### src/rtl/memory_access_unit.sv
// ============================================================================
// memory_access_unit
// ----------------------------------------------------------------------------
// Purpose:
//   Load/store sequencer between a core request port and a byte-addressed
//   memory block. It accepts one request at a time and drives the memory
//   port for the request. For loads it extracts the addressed byte or
//   halfword and sign- or zero-extends it. It returns one response pulse
//   per accepted request. Reserved sizes are rejected without touching
//   memory. Misaligned halfword/word requests are also rejected in the
//   default build.
//
// Build option:
//   MEM_MISALIGNED_EN - when defined, a misaligned halfword/word is split
//   into 2/4 sequential byte accesses at addr, addr+1, ... in little-endian
//   order. Addresses wrap modulo 2^ADDR_W. When undefined, misaligned
//   requests are rejected exactly like the reserved size.
//
// Timing, counted in rising edges after the accept edge, to the edge at
// which resp_valid is seen high:
//   reject              : +1   (IDLE -> DONE)
//   aligned store       : +2   (ISSUE, DONE)
//   aligned load        : +3   (ISSUE, WAIT, DONE)
//   split store, N bytes: +N+1 (N x ISSUE, DONE)
//   split load,  N bytes: +2N+1 (N x {ISSUE, WAIT}, DONE)
//
// Ports:
//   clk              in   single clock, rising edge
//   reset            in   synchronous, active-high
//   req_valid        in   request present
//   req_ready        out  unit idle; transfer on req_valid && req_ready
//   req_write        in   1 store, 0 load
//   req_size         in   00 byte, 01 halfword, 10 word, 11 reserved
//   req_unsigned     in   load: 1 zero-extend, 0 sign-extend
//   req_addr         in   byte address [ADDR_W]
//   req_wdata        in   store data, right-justified
//   resp_valid       out  one-cycle completion pulse
//   resp_rdata       out  extended load data (0 for stores/rejects)
//   resp_error       out  request rejected
//   mem_address      out  byte address to memory [ADDR_W]
//   mem_write_enable out  00 read, 01 byte, 10 halfword, 11 word write
//   mem_write_value  out  write data, right-justified
//   mem_read_value   in   aligned word containing mem_address, valid one
//                         cycle after mem_address is driven
// ============================================================================

module memory_access_unit #(
    parameter int ADDR_W = 10
) (
    input  logic              clk,
    input  logic              reset,
    input  logic              req_valid,
    output logic              req_ready,
    input  logic              req_write,
    input  logic [1:0]        req_size,
    input  logic              req_unsigned,
    input  logic [ADDR_W-1:0] req_addr,
    input  logic [31:0]       req_wdata,
    output logic              resp_valid,
    output logic [31:0]       resp_rdata,
    output logic              resp_error,
    output logic [ADDR_W-1:0] mem_address,
    output logic [1:0]        mem_write_enable,
    output logic [31:0]       mem_write_value,
    input  logic [31:0]       mem_read_value
);

    // ------------------------------------------------------------------
    // Encodings
    // ------------------------------------------------------------------
    localparam logic [1:0] S_IDLE  = 2'd0;
    localparam logic [1:0] S_ISSUE = 2'd1;
    localparam logic [1:0] S_WAIT  = 2'd2;
    localparam logic [1:0] S_DONE  = 2'd3;

    localparam logic [1:0] SIZE_BYTE = 2'b00;
    localparam logic [1:0] SIZE_HALF = 2'b01;
    localparam logic [1:0] SIZE_WORD = 2'b10;
    localparam logic [1:0] SIZE_RSVD = 2'b11;

    localparam logic [1:0] WE_READ = 2'b00;
    localparam logic [1:0] WE_BYTE = 2'b01;

`ifdef MEM_MISALIGNED_EN
    localparam logic SPLIT_EN = 1'b1;
`else
    localparam logic SPLIT_EN = 1'b0;
`endif

    localparam logic [ADDR_W-1:0] ADDR_ONE = {{(ADDR_W-1){1'b0}}, 1'b1};

    // ------------------------------------------------------------------
    // Registers
    // ------------------------------------------------------------------
    logic [1:0]        r_state;
    logic              r_write;       // latched request fields
    logic [1:0]        r_size;
    logic              r_unsigned;
    logic [31:0]       r_wdata;
    logic              r_split;       // request runs as a byte sequence
    logic [1:0]        r_byte_idx;    // byte currently being accessed
    logic [1:0]        r_last_idx;    // index of the final byte (1 or 3)
    logic [31:0]       r_asm;         // load bytes gathered so far
    logic [ADDR_W-1:0] r_mem_address;
    logic [1:0]        r_mem_we;
    logic [31:0]       r_mem_wdata;
    logic              r_resp_valid;
    logic [31:0]       r_resp_rdata;
    logic              r_resp_error;

    // ------------------------------------------------------------------
    // Combinational helpers
    // ------------------------------------------------------------------
    logic              w_aligned;
    logic              w_reject;
    logic              w_split_start;
    logic [1:0]        w_issue_we;
    logic [31:0]       w_issue_wdata;
    logic              w_more_bytes;
    logic [1:0]        w_next_idx;
    logic [ADDR_W-1:0] w_addr_inc;
    logic [31:0]       w_store_byte;
    logic [31:0]       w_load_byte;
    logic [31:0]       w_asm_next;
    logic [31:0]       w_aligned_lane;
    logic [31:0]       w_load_result;

    // Extend the low byte/halfword of a value according to the access size.
    function automatic logic [31:0] extend_load(input logic [31:0] value,
                                                input logic [1:0]  size,
                                                input logic        is_unsigned);
        logic [31:0] result;
        case (size)
            SIZE_BYTE: result = {{24{value[7]  & ~is_unsigned}}, value[7:0]};
            SIZE_HALF: result = {{16{value[15] & ~is_unsigned}}, value[15:0]};
            default:   result = value;
        endcase
        return result;
    endfunction

    always_comb begin
        // NOTE: every signal driven in an always_comb gets a value on every
        // path (here via the case default), otherwise a latch is inferred.
        case (req_size)
            SIZE_BYTE: w_aligned = 1'b1;
            SIZE_HALF: w_aligned = ~req_addr[0];
            SIZE_WORD: w_aligned = (req_addr[1:0] == 2'b00);
            default:   w_aligned = 1'b0;
        endcase
    end

    // Reserved size never aligns, so one term covers both reject causes
    // when splitting is compiled out.
    assign w_reject      = (req_size == SIZE_RSVD) || (!w_aligned && !SPLIT_EN);
    assign w_split_start = !w_aligned && SPLIT_EN && (req_size != SIZE_RSVD);

    // Memory drive for the first ISSUE cycle. A split store starts with
    // byte 0; an aligned store writes the whole request in one cycle with
    // enable = size + 1.
    assign w_issue_we    = !req_write    ? WE_READ :
                           w_split_start ? WE_BYTE :
                                           req_size + 2'd1;
    assign w_issue_wdata = !req_write    ? 32'h0 :
                           w_split_start ? {24'h0, req_wdata[7:0]} :
                                           req_wdata;

    // Byte-sequence bookkeeping (constant-false when splitting is disabled,
    // because r_split can then never be set).
    assign w_more_bytes = r_split && (r_byte_idx != r_last_idx);
    assign w_next_idx   = r_byte_idx + 2'd1;
    assign w_addr_inc   = r_mem_address + ADDR_ONE;   // wraps naturally
    assign w_store_byte = 32'h0000_00FF & (r_wdata >> {w_next_idx, 3'b000});

    // Byte lane of the current address within the returned word, and the
    // little-endian assembly of a split load.
    assign w_load_byte = 32'h0000_00FF & (mem_read_value >> {r_mem_address[1:0], 3'b000});
    assign w_asm_next  = r_asm | (w_load_byte << {r_byte_idx, 3'b000});

    // Aligned load: right-justify the addressed lane; extend_load discards
    // whatever sits above it.
    always_comb begin
        w_aligned_lane = mem_read_value;
        case (r_size)
            SIZE_BYTE: w_aligned_lane = mem_read_value >> {r_mem_address[1:0], 3'b000};
            SIZE_HALF: w_aligned_lane = mem_read_value >> {r_mem_address[1], 4'b0000};
            default:   ;
        endcase
    end

    assign w_load_result = extend_load(r_split ? w_asm_next : w_aligned_lane,
                                       r_size, r_unsigned);

    // ------------------------------------------------------------------
    // Sequencer
    // ------------------------------------------------------------------
    // NOTE: state registers are assigned with non-blocking (<=) so every
    // register samples the pre-edge values, independent of statement order.
    always_ff @(posedge clk) begin
        if (reset) begin
            r_state       <= S_IDLE;
            r_write       <= 1'b0;
            r_size        <= SIZE_BYTE;
            r_unsigned    <= 1'b0;
            r_wdata       <= 32'h0;
            r_split       <= 1'b0;
            r_byte_idx    <= 2'd0;
            r_last_idx    <= 2'd0;
            r_asm         <= 32'h0;
            r_mem_address <= '0;
            r_mem_we      <= WE_READ;
            r_mem_wdata   <= 32'h0;
            r_resp_valid  <= 1'b0;
            r_resp_rdata  <= 32'h0;
            r_resp_error  <= 1'b0;
        end else begin
            case (r_state)
                S_IDLE: begin
                    // req_ready is high in IDLE, so req_valid alone accepts.
                    if (req_valid) begin
                        r_write    <= req_write;
                        r_size     <= req_size;
                        r_unsigned <= req_unsigned;
                        r_wdata    <= req_wdata;
                        r_byte_idx <= 2'd0;
                        r_last_idx <= (req_size == SIZE_WORD) ? 2'd3 : 2'd1;
                        r_asm      <= 32'h0;
                        if (w_reject) begin
                            // No memory access at all; respond next cycle.
                            r_split      <= 1'b0;
                            r_state      <= S_DONE;
                            r_resp_valid <= 1'b1;
                            r_resp_error <= 1'b1;
                            r_resp_rdata <= 32'h0;
                        end else begin
                            r_split       <= w_split_start;
                            r_state       <= S_ISSUE;
                            r_mem_address <= req_addr;
                            r_mem_we      <= w_issue_we;
                            r_mem_wdata   <= w_issue_wdata;
                        end
                    end
                end

                S_ISSUE: begin
                    if (r_write) begin
                        if (w_more_bytes) begin
                            // Next byte of a split store: one write per cycle.
                            r_byte_idx    <= w_next_idx;
                            r_mem_address <= w_addr_inc;
                            r_mem_wdata   <= w_store_byte;
                        end else begin
                            r_mem_we     <= WE_READ;
                            r_state      <= S_DONE;
                            r_resp_valid <= 1'b1;
                            r_resp_error <= 1'b0;
                            r_resp_rdata <= 32'h0;
                        end
                    end else begin
                        // Read data for this address arrives next cycle.
                        r_state <= S_WAIT;
                    end
                end

                S_WAIT: begin
                    if (w_more_bytes) begin
                        r_asm         <= w_asm_next;
                        r_byte_idx    <= w_next_idx;
                        r_mem_address <= w_addr_inc;
                        r_state       <= S_ISSUE;
                    end else begin
                        r_state      <= S_DONE;
                        r_resp_valid <= 1'b1;
                        r_resp_error <= 1'b0;
                        r_resp_rdata <= w_load_result;
                    end
                end

                default: begin  // S_DONE: single-cycle response, then idle
                    r_state      <= S_IDLE;
                    r_resp_valid <= 1'b0;
                    r_resp_error <= 1'b0;
                    r_resp_rdata <= 32'h0;
                end
            endcase
        end
    end

    // ------------------------------------------------------------------
    // Outputs
    // ------------------------------------------------------------------
    assign req_ready        = (r_state == S_IDLE);
    assign resp_valid       = r_resp_valid;
    assign resp_rdata       = r_resp_rdata;
    assign resp_error       = r_resp_error;
    assign mem_address      = r_mem_address;
    assign mem_write_enable = r_mem_we;
    assign mem_write_value  = r_mem_wdata;

endmodule

### config.mk
export PLATFORM = sky130hd
export DESIGN_NAME = memory_access_unit
export DESIGN_NICKNAME = d
export VERILOG_FILES = /design/src/rtl/memory_access_unit.sv
export SDC_FILE = /design/constraint.sdc
export NUM_CORES = 1
export LEC_CHECK = 0
export CAP_MARGIN = 5
export CORE_MARGIN = 5
export CORE_UTILIZATION = 43
export CTS_CLUSTER_DIAMETER = 50
export DETAILED_ROUTE_END_ITERATION = 8
export PLACE_DENSITY = 0.81
export SLEW_MARGIN = 20
export SYNTH_ARGS = -nofsm -noshare
export SYNTH_HDL_FRONTEND = slang
export SYNTH_SLANG_ARGS = --single-unit
### constraint.sdc
create_clock -name clk -period 2.95 [get_ports clk]
set_input_delay 0.885 -clock clk [delete_from_list [all_inputs] [get_ports clk]]
set_output_delay 0.885 -clock clk [all_outputs]
set_load 0.03 [all_outputs]
==> impl_metrics.json, run 1 <==
{
  "cts_tree": "done",
  "start_util_pct": 44.1,
  "gp_congestion": 0.868,
  "grt_overflow": 0,
  "cp-start-kind": "input pin",
  "yosys.area_share.adder_pct": 2.94,
  "clockRootBuffer": "clkbuf_8",
  "synth_top_family_by_area": "compound AO/OA/AOI/OAI gates",
  "finalSetupViolCount": 0,
  "nNetsFinal": 693,
  "p_seq_share_pct": 33.9,
  "ys_warn_count": 0,
  "p_int_mw": 2.57,
  "crit_required_ns": 3.22,
  "die-area_um2": 10900,
  "ir_drop_mv": 0.323,
  "syn-instance-count": 441,
  "crit_fanout": 34,
  "wl_per_cell_um": 17.2,
  "syn_area_um2": 3820,
  "fin_skew_ns": 0.00700,
  "dpl.cell_count": 699,
  "async_flop_share_pct": 0,
  "synth_ff_type": "dfxtp_1",
  "postSynthAreaPerCell_um2": 8.67,
  "synth_seq_cells": 84,
  "antenna_found_initial": 0,
  "grt_pass1_wl_mm": 19.9,
  "switchingPower_mw": 1.63,
  "p_sw_share_pct": 38.8,
  "p_total_mw": 4.20,
  "crit_type": "input pin to register",
  "fillCellCount": 714,
  "multi_input_area_um2": 1960,
  "cellLeakagePower_nw": 2.09,
  "die_x_um": 104,
  "die_y_um": 104,
  "cts_max_level": 3,
  "fmax_mhz": 363,
  "first_pass_iters": 5,
  "max_cap_violations": 0,
  "slew_violations": 0,
  "grt_usage_pct": 22.0,
  "comb_power_share_pct": 46.9,
  "grt_pass1_vias": 3964,
  "ios": 160,
  "grt_use_met1_pct": 25.5,
  "seq_area_um2": 1680,
  "cts_max_path_buffers": 2,
  "fin_area_um2": 5830,
  "hold_violations": 0,
  "p_clk_share_pct": 19.2,
  "syn-num-nets": 531,
  "placed_area_um2": 5610,
  "busiest_layer": "met2",
  "synth-edff-count": 0,
  "fin_crit_sh_pct": 93.4,
  "layout_min_cycle_time_ns": 2.76,
  "hold_path.class": "register to register",
  "status": "finished, final reports clean",
  "path_clk_slew_ns": 0.08,
  "ant_nets": 0,
  "clkSinkCount": 84,
  "core.rowCount": 34,
  "area_growth_pct": 52.3,
  "clk_latency_ns": 0.34,
  "dp_hpwl_mm": 9.21,
  "core_um2": 8680,
  "endpoint_kind": "register",
  "synth_xor_area_share_pct": 0,
  "worst_slew_pin_slew_ns": 0.743,
  "yosysUniqueCellTypes": 41,
  "portBuffers": 159,
  "yosysSeqAreaShare_pct": 44.0,
  "synth-compound-area-share_pct": 22.8,
  "power_density_nw_per_um2": 721,
  "diodes": 0,
  "grt_start_max_net_pins": 36,
  "use_met2_pct": 34.9,
  "drtIter0Drc": 130,
  "maxSlewHeadroom_pct": 50.3,
  "vias": 3914,
  "cts_buffers": 9,
  "cp.arrival_ns": 3.03,
  "synthSimpleGateAreaFrac_pct": 19.2,
  "drive_above_1_share_pct": 8.40,
  "drc": 0,
  "wl_mm": 12.3,
  "synthMuxAreaShare_pct": 5.76,
  "grt_util_met3_pct": 10.6,
  "avgViaCountPerCell": 5.47,
  "layout.cells.non_filler": 715
}
power by group through the flow:
stage                     logic, mW  clock network (mW)  registers, mW
after CTS                      1.96               0.833           1.42
after detailed placement       1.95                   0           1.45
after global routing           2.10               0.883           1.45
final                          1.97               0.805           1.42
after global placement         1.91                   0           1.44
after floorplan               0.936                   0           1.72
critical path, cell delays in order:
cell             delay (ns)
clkdlybuf4s50_1        0.50
inv_1                  0.16
ha_1                   0.16
nor2b_1                0.22
o311ai_2               0.15
nor2_4                 0.60
nand4_1                0.18
a21oi_1                0.17
final timing paths:
check	startpoint	end	slack [ns]	cells past startpoint
setup / recovery	req_size[0]	mem_write_enable[1]$_SDFFE_PP0P_	0.19	8
hold / removal	mem_write_value[27]$_SDFFE_PP0P_	mem_write_value[27]$_SDFFE_PP0P_	0.45	2
setup reg to reg	r_size[1]$_SDFFE_PP0P_	resp_rdata[8]$_SDFFE_PP0P_	0.74	5
hold reg to reg	mem_write_value[27]$_SDFFE_PP0P_	mem_write_value[27]$_SDFFE_PP0P_	0.45	2
layout by cell type, fill, tap and decap left out, drive strengths merged, types with 3 or more instances in the layout:
cell	instances
nand3	38
a32o	7
nor2	16
nand2b	26
clkdlybuf4s50	158
nor2b	3
a21oi	55
ha	9
dfxtp	84
a22o	25
buf	28
o211ai	5
a31oi	12
o22ai	6
mux2i	22
clkbuf	11
o21ai	7
nand2	57
inv	12
final cells by class:
class / instances / area share (%)
Tap cell: 108 / 2.32
Timing Repair Buffer: 186 / 31.1
Clock inverter: 4 / 0.859
Inverter: 12 / 0.773
Sequential cell: 84 / 28.9
Clock buffer: 11 / 2.43
Multi-Input combinational cell: 310 / 33.6
metal layers:
metal / share of wire, % / vias up / wire, um
met3: 11 / 24 / 1370
met1: 40 / 1825 / 4870
li1: - / 1900 / -
met5: 0 / - / 0
met4: 2.6 / 0 / 324
met2: 47 / 165 / 5740
state kept, by name (all words and copies together) (netlist names):
name,cells
resp_rdata,32
mem_write_enable,2
resp_valid,1
resp_error,1
r_state,2
r_unsigned,1
r_size,2
mem_address,10
r_write,1
mem_write_value,32
synthesized netlist by cell type, types with 7 or more instances:
cell type  number  area, um^2
clkbuf_1       20        75.1
mux2i_1        22         220
dfxtp_1        84        1680
nand3_1        38         190
nand2b_1       26         163
nand2_1        57         214
nor2_1         16        60.1
buf_2          10        50.1
ha_1            9         113
inv_1          12        45.0
a21oi_1        54         270
a22o_1         25         219
a32o_1          7        70.1
o21ai_0         7        35.0
a31oi_1        12        75.1
cell families after synthesis:
| group | Yosys count |
|---|---|
| fa+ha+maj | 9 |
| compound gates | 128 |
| mux | 22 |
| flops | 84 |
| buf+inv | 47 |
| simple gates | 151 |
stage by stage:
step | hold WS [ns] | util (%) | setup WS (ns) | setup TNS [ns]
2_1_floorplan | 0.450 | - | 0.508 | 0
3_3_place_gp | 0.437 | 64.5 | -0.387 | -16.24
3_5_place_dp | 0.443 | 64.6 | -0.258 | -14.46
4_1_cts | 0.455 | 66.8 | 0.0964 | 0
5_1_grt | 0.474 | 67.1 | -0.0352 | -0.0561
6_report | 0.452 | 67.1 | 0.194 | 0
repair_timing:
| item | CTS | global route |
|---|---|---|
| buffers inserted | 0 | 1 |
| setup endpoints to repair | 0 | 59 |
| gates resized for setup | 0 | 1 |
| hold buffers | 0 | 0 |
Note: power is estimated with default switching activity, not from simulation.
==> run 2: changes to the inputs <==
--- a/config.mk
+++ b/config.mk
@@ -10,7 +10,7 @@
 export CORE_UTILIZATION = 43
 export CTS_CLUSTER_DIAMETER = 50
 export DETAILED_ROUTE_END_ITERATION = 8
-export PLACE_DENSITY = 0.81
+export PLACE_DENSITY = 0.77
 export SLEW_MARGIN = 20
 export SYNTH_ARGS = -nofsm -noshare
 export SYNTH_HDL_FRONTEND = slang
==> run 2 against run 1 <==
- sequential power about the same
- global-route usage decreased by 0.20 points
- clock skew increased by 0.00071 ns
- worst setup slack improved by 0.016 ns
- via count increased by 0.46%
- core utilization decreased by 0.26 points
- design area decreased by 0.39%
- largest cell class unchanged
==> impl_metrics.json, run 2 (synthesized netlist as in run 1, its figures left out) <==
{
  "cts_max_level": 3,
  "gp_congestion": 0.801,
  "die_x_um": 104,
  "crit_family": "buffers and inverters",
  "grt_pass1_vias": 4050,
  "cp.arrival_ns": 3.02,
  "top_signal_layer_used": "met5",
  "crit_type": "input pin to register",
  "fin_skew_ns": 0.00772,
  "ff2ff_path_depth": 9,
  "placed_area_um2": 5580,
  "ios": 160,
  "fillCellCount": 760,
  "die_y_um": 104,
  "dpl.cell_count": 696,
  "area_growth_pct": 51.7,
  "fin_crit_sh_pct": 92.9,
  "grt_start_max_net_pins": 53,
  "path_cells": "clkdlybuf4s50_1 > inv_1 > ha_1 > nor2b_1 > o311ai_2 > buf_4 > or2_2 > buf_12 > nand2_1 > a21oi_1",
  "route.met2.wl_mm": 5.39,
  "cts_tree": "done",
  "maxSlewHeadroom_pct": 49.4,
  "clk_latency_ns": 0.35,
  "cp-startpoint": "req_size[0]",
  "avgViaCountPerCell": 5.52,
  "met1Wirelength_mm": 5.10,
  "reg2reg_from": "r_state[0]$_SDFFE_PP0N_",
  "layout_min_cycle_time_ns": 2.74,
  "grt_pass1_wl_mm": 19.9,
  "final_common_cell": "clkdlybuf4s50_1",
  "final_cell_mix": "clkdlybuf4s50_1 (158), dfxtp_1 (84), nand2_1 (57), a21oi_1 (53), nand3_1 (38)",
  "cp-start-kind": "input pin",
  "slew_violations": 0,
  "core.rowCount": 34,
  "worst_slew_pin_slew_ns": 0.757,
  "cp-endpoint": "mem_write_value[1]$_SDFFE_PP0P_",
  "crit_required_ns": 3.23,
  "rrSetupSlack_ns": 0.79,
  "p_total_mw": 4.21,
  "ant_nets": 0,
  "hold_violations": 0,
  "hold_path.class": "register to register",
  "fin_area_um2": 5800,
  "power_density_nw_per_um2": 726,
  "reg2reg_to": "resp_rdata[31]$_SDFFE_PP0P_",
  "critPathMaxStageDelay_ns": 0.58,
  "nNetsFinal": 690,
  "rsz0062_at_grt": "no",
  "cts_buffers": 9,
  "first_pass_iters": 4,
  "grt_overflow": 0,
  "finalSetupViolCount": 0,
  "vias": 3932,
  "fmax_mhz": 365,
  "crit_slowest_cell": "clkdlybuf4s50_1",
  "clockRootBuffer": "clkbuf_8",
  "dp_hpwl_mm": 8.79,
  "antenna_found_initial": 1,
  "tns_ns": 0,
  "core_um2": 8680,
  "drive_above_1_share_pct": 7.95,
  "cts_max_path_buffers": 2,
  "diodes": 0,
  "path_clk_slew_ns": 0.08,
  "portBuffers": 159,
  "utilization_pct": 66.9,
  "cellLeakagePower_nw": 2.08,
  "wl_mm": 12.0,
  "start_util_pct": 44.1,
  "max_cap_violations": 0,
  "fin_ws_ns": 0.210,
  "drtIter0Drc": 143,
  "wl_met3_mm": 1.21,
  "clkSinkCount": 84,
  "status": "finished, final reports clean",
  "cp_num_cells": 10,
  "layout.cells.non_filler": 712,
  "dp_slack_ns": -0.279,
  "wl_per_cell_um": 16.9,
  "ir_drop_mv": 0.321,
  "crit_fanout": 23,
  "grt_usage_pct": 21.8,
  "endpoint_kind": "register",
  "die-area_um2": 10900,
  "crit_buf_inv": 4,
  "drc": 0,
  "holdWs_ns": 0.452
}
-- run 2: changes by cell type in the layout (fill, tap and decap cells not counted), sizes merged --
cell,before,now
buf,28,25
-- run 2: area by class of cell --
| type | instances | area [um^2] | share of cell area (%) |
|---|---|---|---|
| Clock buffer | 11 | 141 | 2.44 |
| Timing Repair Buffer | 183 | 1790 | 30.9 |
| Sequential cell | 84 | 1680 | 29.0 |
| Tap cell | 108 | 135 | 2.33 |
| Clock inverter | 4 | 50.0 | 0.862 |
| Inverter | 12 | 45.0 | 0.776 |
| Multi-Input combinational cell | 310 | 1960 | 33.7 |
-- run 2: worst min path at each step --
stage	start	endpoint	slack [ns]	depth (start not counted)
final	mem_write_value[26]$_SDFFE_PP0P_	mem_write_value[26]$_SDFFE_PP0P_	0.45	2
after global routing	resp_rdata[7]$_SDFFE_PP0P_	resp_rdata[7]$_SDFFE_PP0P_	0.48	2
after CTS	mem_write_value[26]$_SDFFE_PP0P_	mem_write_value[26]$_SDFFE_PP0P_	0.45	2
after detailed placement	mem_write_value[10]$_SDFFE_PP0P_	mem_write_value[10]$_SDFFE_PP0P_	0.44	2
after global placement	mem_write_value[15]$_SDFFE_PP0P_	mem_write_value[15]$_SDFFE_PP0P_	0.44	2
after floorplan	r_unsigned$_SDFFE_PP0P_	r_unsigned$_SDFFE_PP0P_	0.45	2
-- run 2: what timing repair did --
item | in CTS | in global routing
resized for setup | 0 | 1
hold buffers | 0 | 0
buffers inserted | 0 | 1
endpoints found under the setup margin | 0 | 51
-- run 2: report_power, final --
part | internal [mW] | switching (mW) | total [mW]
Sequential | 1.31 | 0.104 | 1.41
Combinational | 0.858 | 1.12 | 1.98
Clock | 0.409 | 0.414 | 0.823
-- run 2: worst min-delay path, cell delays in order (launching register included) --
cell     delay, ns
dfxtp_1       0.31
nand2_1       0.05
a21oi_1       0.05
-- run 2: metal layers --
| metal | track usage (%) | vias up |
|---|---|---|
| li1 | - | 1888 |
| met1 | 27.1 | 1829 |
| met2 | 34.5 | 191 |
| met3 | 7.82 | 22 |
| met4 | 8.42 | 2 |
| met5 | 0 | - |
==> run 3: changes to the inputs <==
--- a/config.mk
+++ b/config.mk
@@ -10,7 +10,7 @@
 export CORE_UTILIZATION = 43
 export CTS_CLUSTER_DIAMETER = 50
 export DETAILED_ROUTE_END_ITERATION = 8
-export PLACE_DENSITY = 0.77
+export PLACE_DENSITY = 0.82
 export SLEW_MARGIN = 20
 export SYNTH_ARGS = -nofsm -noshare
 export SYNTH_HDL_FRONTEND = slang
==> run 3 against run 2 <==
- die area stayed put
- largest power group unchanged
- flip-flop and latch count stayed put
- sequential power hardly changed
- highest routed layer is now met4
- global-route usage is 0.74 points higher
==> impl_metrics.json, run 3 (synthesized netlist as in run 1, its figures left out) <==
{
  "rsz0062_at_grt": "no",
  "clkSinkCount": 84,
  "slew_violations": 0,
  "layout_min_cycle_time_ns": 2.80,
  "cp-startpoint": "req_size[1]",
  "cts_max_path_buffers": 2,
  "reg2reg_from": "r_state[0]$_SDFFE_PP0N_",
  "dp_hpwl_mm": 9.24,
  "core.rowCount": 34,
  "crit_fanout": 10,
  "hold_violations": 0,
  "gp_congestion": 0.880,
  "grt_pass1_wl_mm": 20.6,
  "grt_pass1_vias": 4117,
  "first_pass_iters": 6,
  "power_density_nw_per_um2": 739,
  "hold_path.class": "register to register",
  "grt_overflow": 0,
  "die_x_um": 104,
  "cp-start-kind": "input pin",
  "drive_above_1_share_pct": 8.10,
  "drc": 0,
  "cts_max_level": 3,
  "clk_latency_ns": 0.34,
  "core_um2": 8680,
  "clockRootBuffer": "clkbuf_8",
  "die-area_um2": 10900,
  "grt_usage_pct": 22.6,
  "final_cell_mix": "clkdlybuf4s50_1 (158), dfxtp_1 (84), nand2_1 (57), a21oi_1 (53), nand3_1 (38)",
  "placed_area_um2": 5620,
  "p_total_mw": 4.32,
  "holdWs_ns": 0.453,
  "final_common_cell": "clkdlybuf4s50_1",
  "crit_required_ns": 3.17,
  "grt_start_max_net_pins": 46,
  "ios": 160,
  "cts_hold_buffers": 0,
  "vias": 3991,
  "diodes": 0,
  "antenna_found_initial": 0,
  "crit_type": "input pin to register",
  "endpoint_kind": "register",
  "status": "finished, final reports clean",
  "cellLeakagePower_nw": 2.10,
  "wl_per_cell_um": 17.5,
  "portBuffers": 159,
  "hp-start": "mem_write_value[0]$_SDFFE_PP0P_",
  "avgViaCountPerCell": 5.60,
  "fmax_mhz": 357,
  "ant_nets": 0,
  "drtIter0Drc": 186,
  "cts_tree": "done",
  "fin_skew_ns": 0.0102,
  "utilization_pct": 67.4,
  "maxSlewHeadroom_pct": 50.1,
  "cts_buffers": 9,
  "area_growth_pct": 52.9,
  "cp.arrival_ns": 3.02,
  "die_y_um": 104,
  "fin_area_um2": 5850,
  "ir_drop_mv": 0.337,
  "worst_slew_pin_slew_ns": 0.747,
  "finalSetupViolCount": 0,
  "max_cap_violations": 0,
  "wl_mm": 12.5,
  "nNetsFinal": 690,
  "fin_crit_sh_pct": 94.9,
  "path_clk_slew_ns": 0.08,
  "start_util_pct": 44.1
}
## run 3: changes by cell type in the layout (fill, tap and decap cells not counted)
cell	previous run	this run
buf_4	22	21
clkinv_2	1	0
bufinv_16	1	2
inv_6	0	1
buf_12	2	3
## run 3: power by group
| group | internal [mW] | switching [mW] | total [mW] |
|---|---|---|---|
| combinational | 0.855 | 1.12 | 1.98 |
| sequential | 1.31 | 0.109 | 1.42 |
| clock | 0.504 | 0.424 | 0.928 |
## run 3: per-stage QoR
| stage | instances | setup WS [ns] | TNS (ns) |
|---|---|---|---|
| final | 713 | 0.150 | 0 |
| after global routing | 713 | 0.0174 | 0 |
| after CTS | 713 | 0.0309 | 0 |
| after detailed placement | 697 | -0.342 | -14.64 |
| after global placement | 697 | -0.364 | -11.54 |
| after floorplan | 441 | 0.508 | 0 |
## run 3: critical path, stage by stage
cell,delay [ns]
clkdlybuf4s50_1,0.57
inv_1,0.09
buf_4,0.14
ha_1,0.20
o311ai_2,0.41
buf_4,0.21
a21oi_1,0.07
buf_4,0.20
mux2i_1,0.19
nor2_1,0.05
## run 3: cell type report
type                       count  area, um^2
fill                         727        2830
clock buffer                  11         141
tap                          108         135
timing repair buffer         183        1800
clock inverter                 5        83.8
inverter                      12        45.0
sequential                    84        1680
multi-input combinational    310        1960
## run 3: worst paths after layout
check                                          to  slack [ns]  cells after the start
setup / recovery      mem_address[7]$_SDFFE_PP0P_        0.15                     10
hold / removal    mem_write_value[0]$_SDFFE_PP0P_        0.45                      2
setup reg to reg      mem_address[7]$_SDFFE_PP0P_        0.82                      8
hold reg to reg   mem_write_value[0]$_SDFFE_PP0P_        0.45                      2
## run 3: what timing repair did
action | in CTS | in global routing
buffers inserted | 0 | 0
resized for setup | 0 | 1
setup endpoints to repair | 0 | 42
## run 3: layer usage
metal	wire length, um	global-route usage (%)	part of all wire (%)
met2	5820	37.2	47
met4	274	7.03	2.2
met1	4880	26.6	39
met5	0	0	0
met3	1530	9.31	12
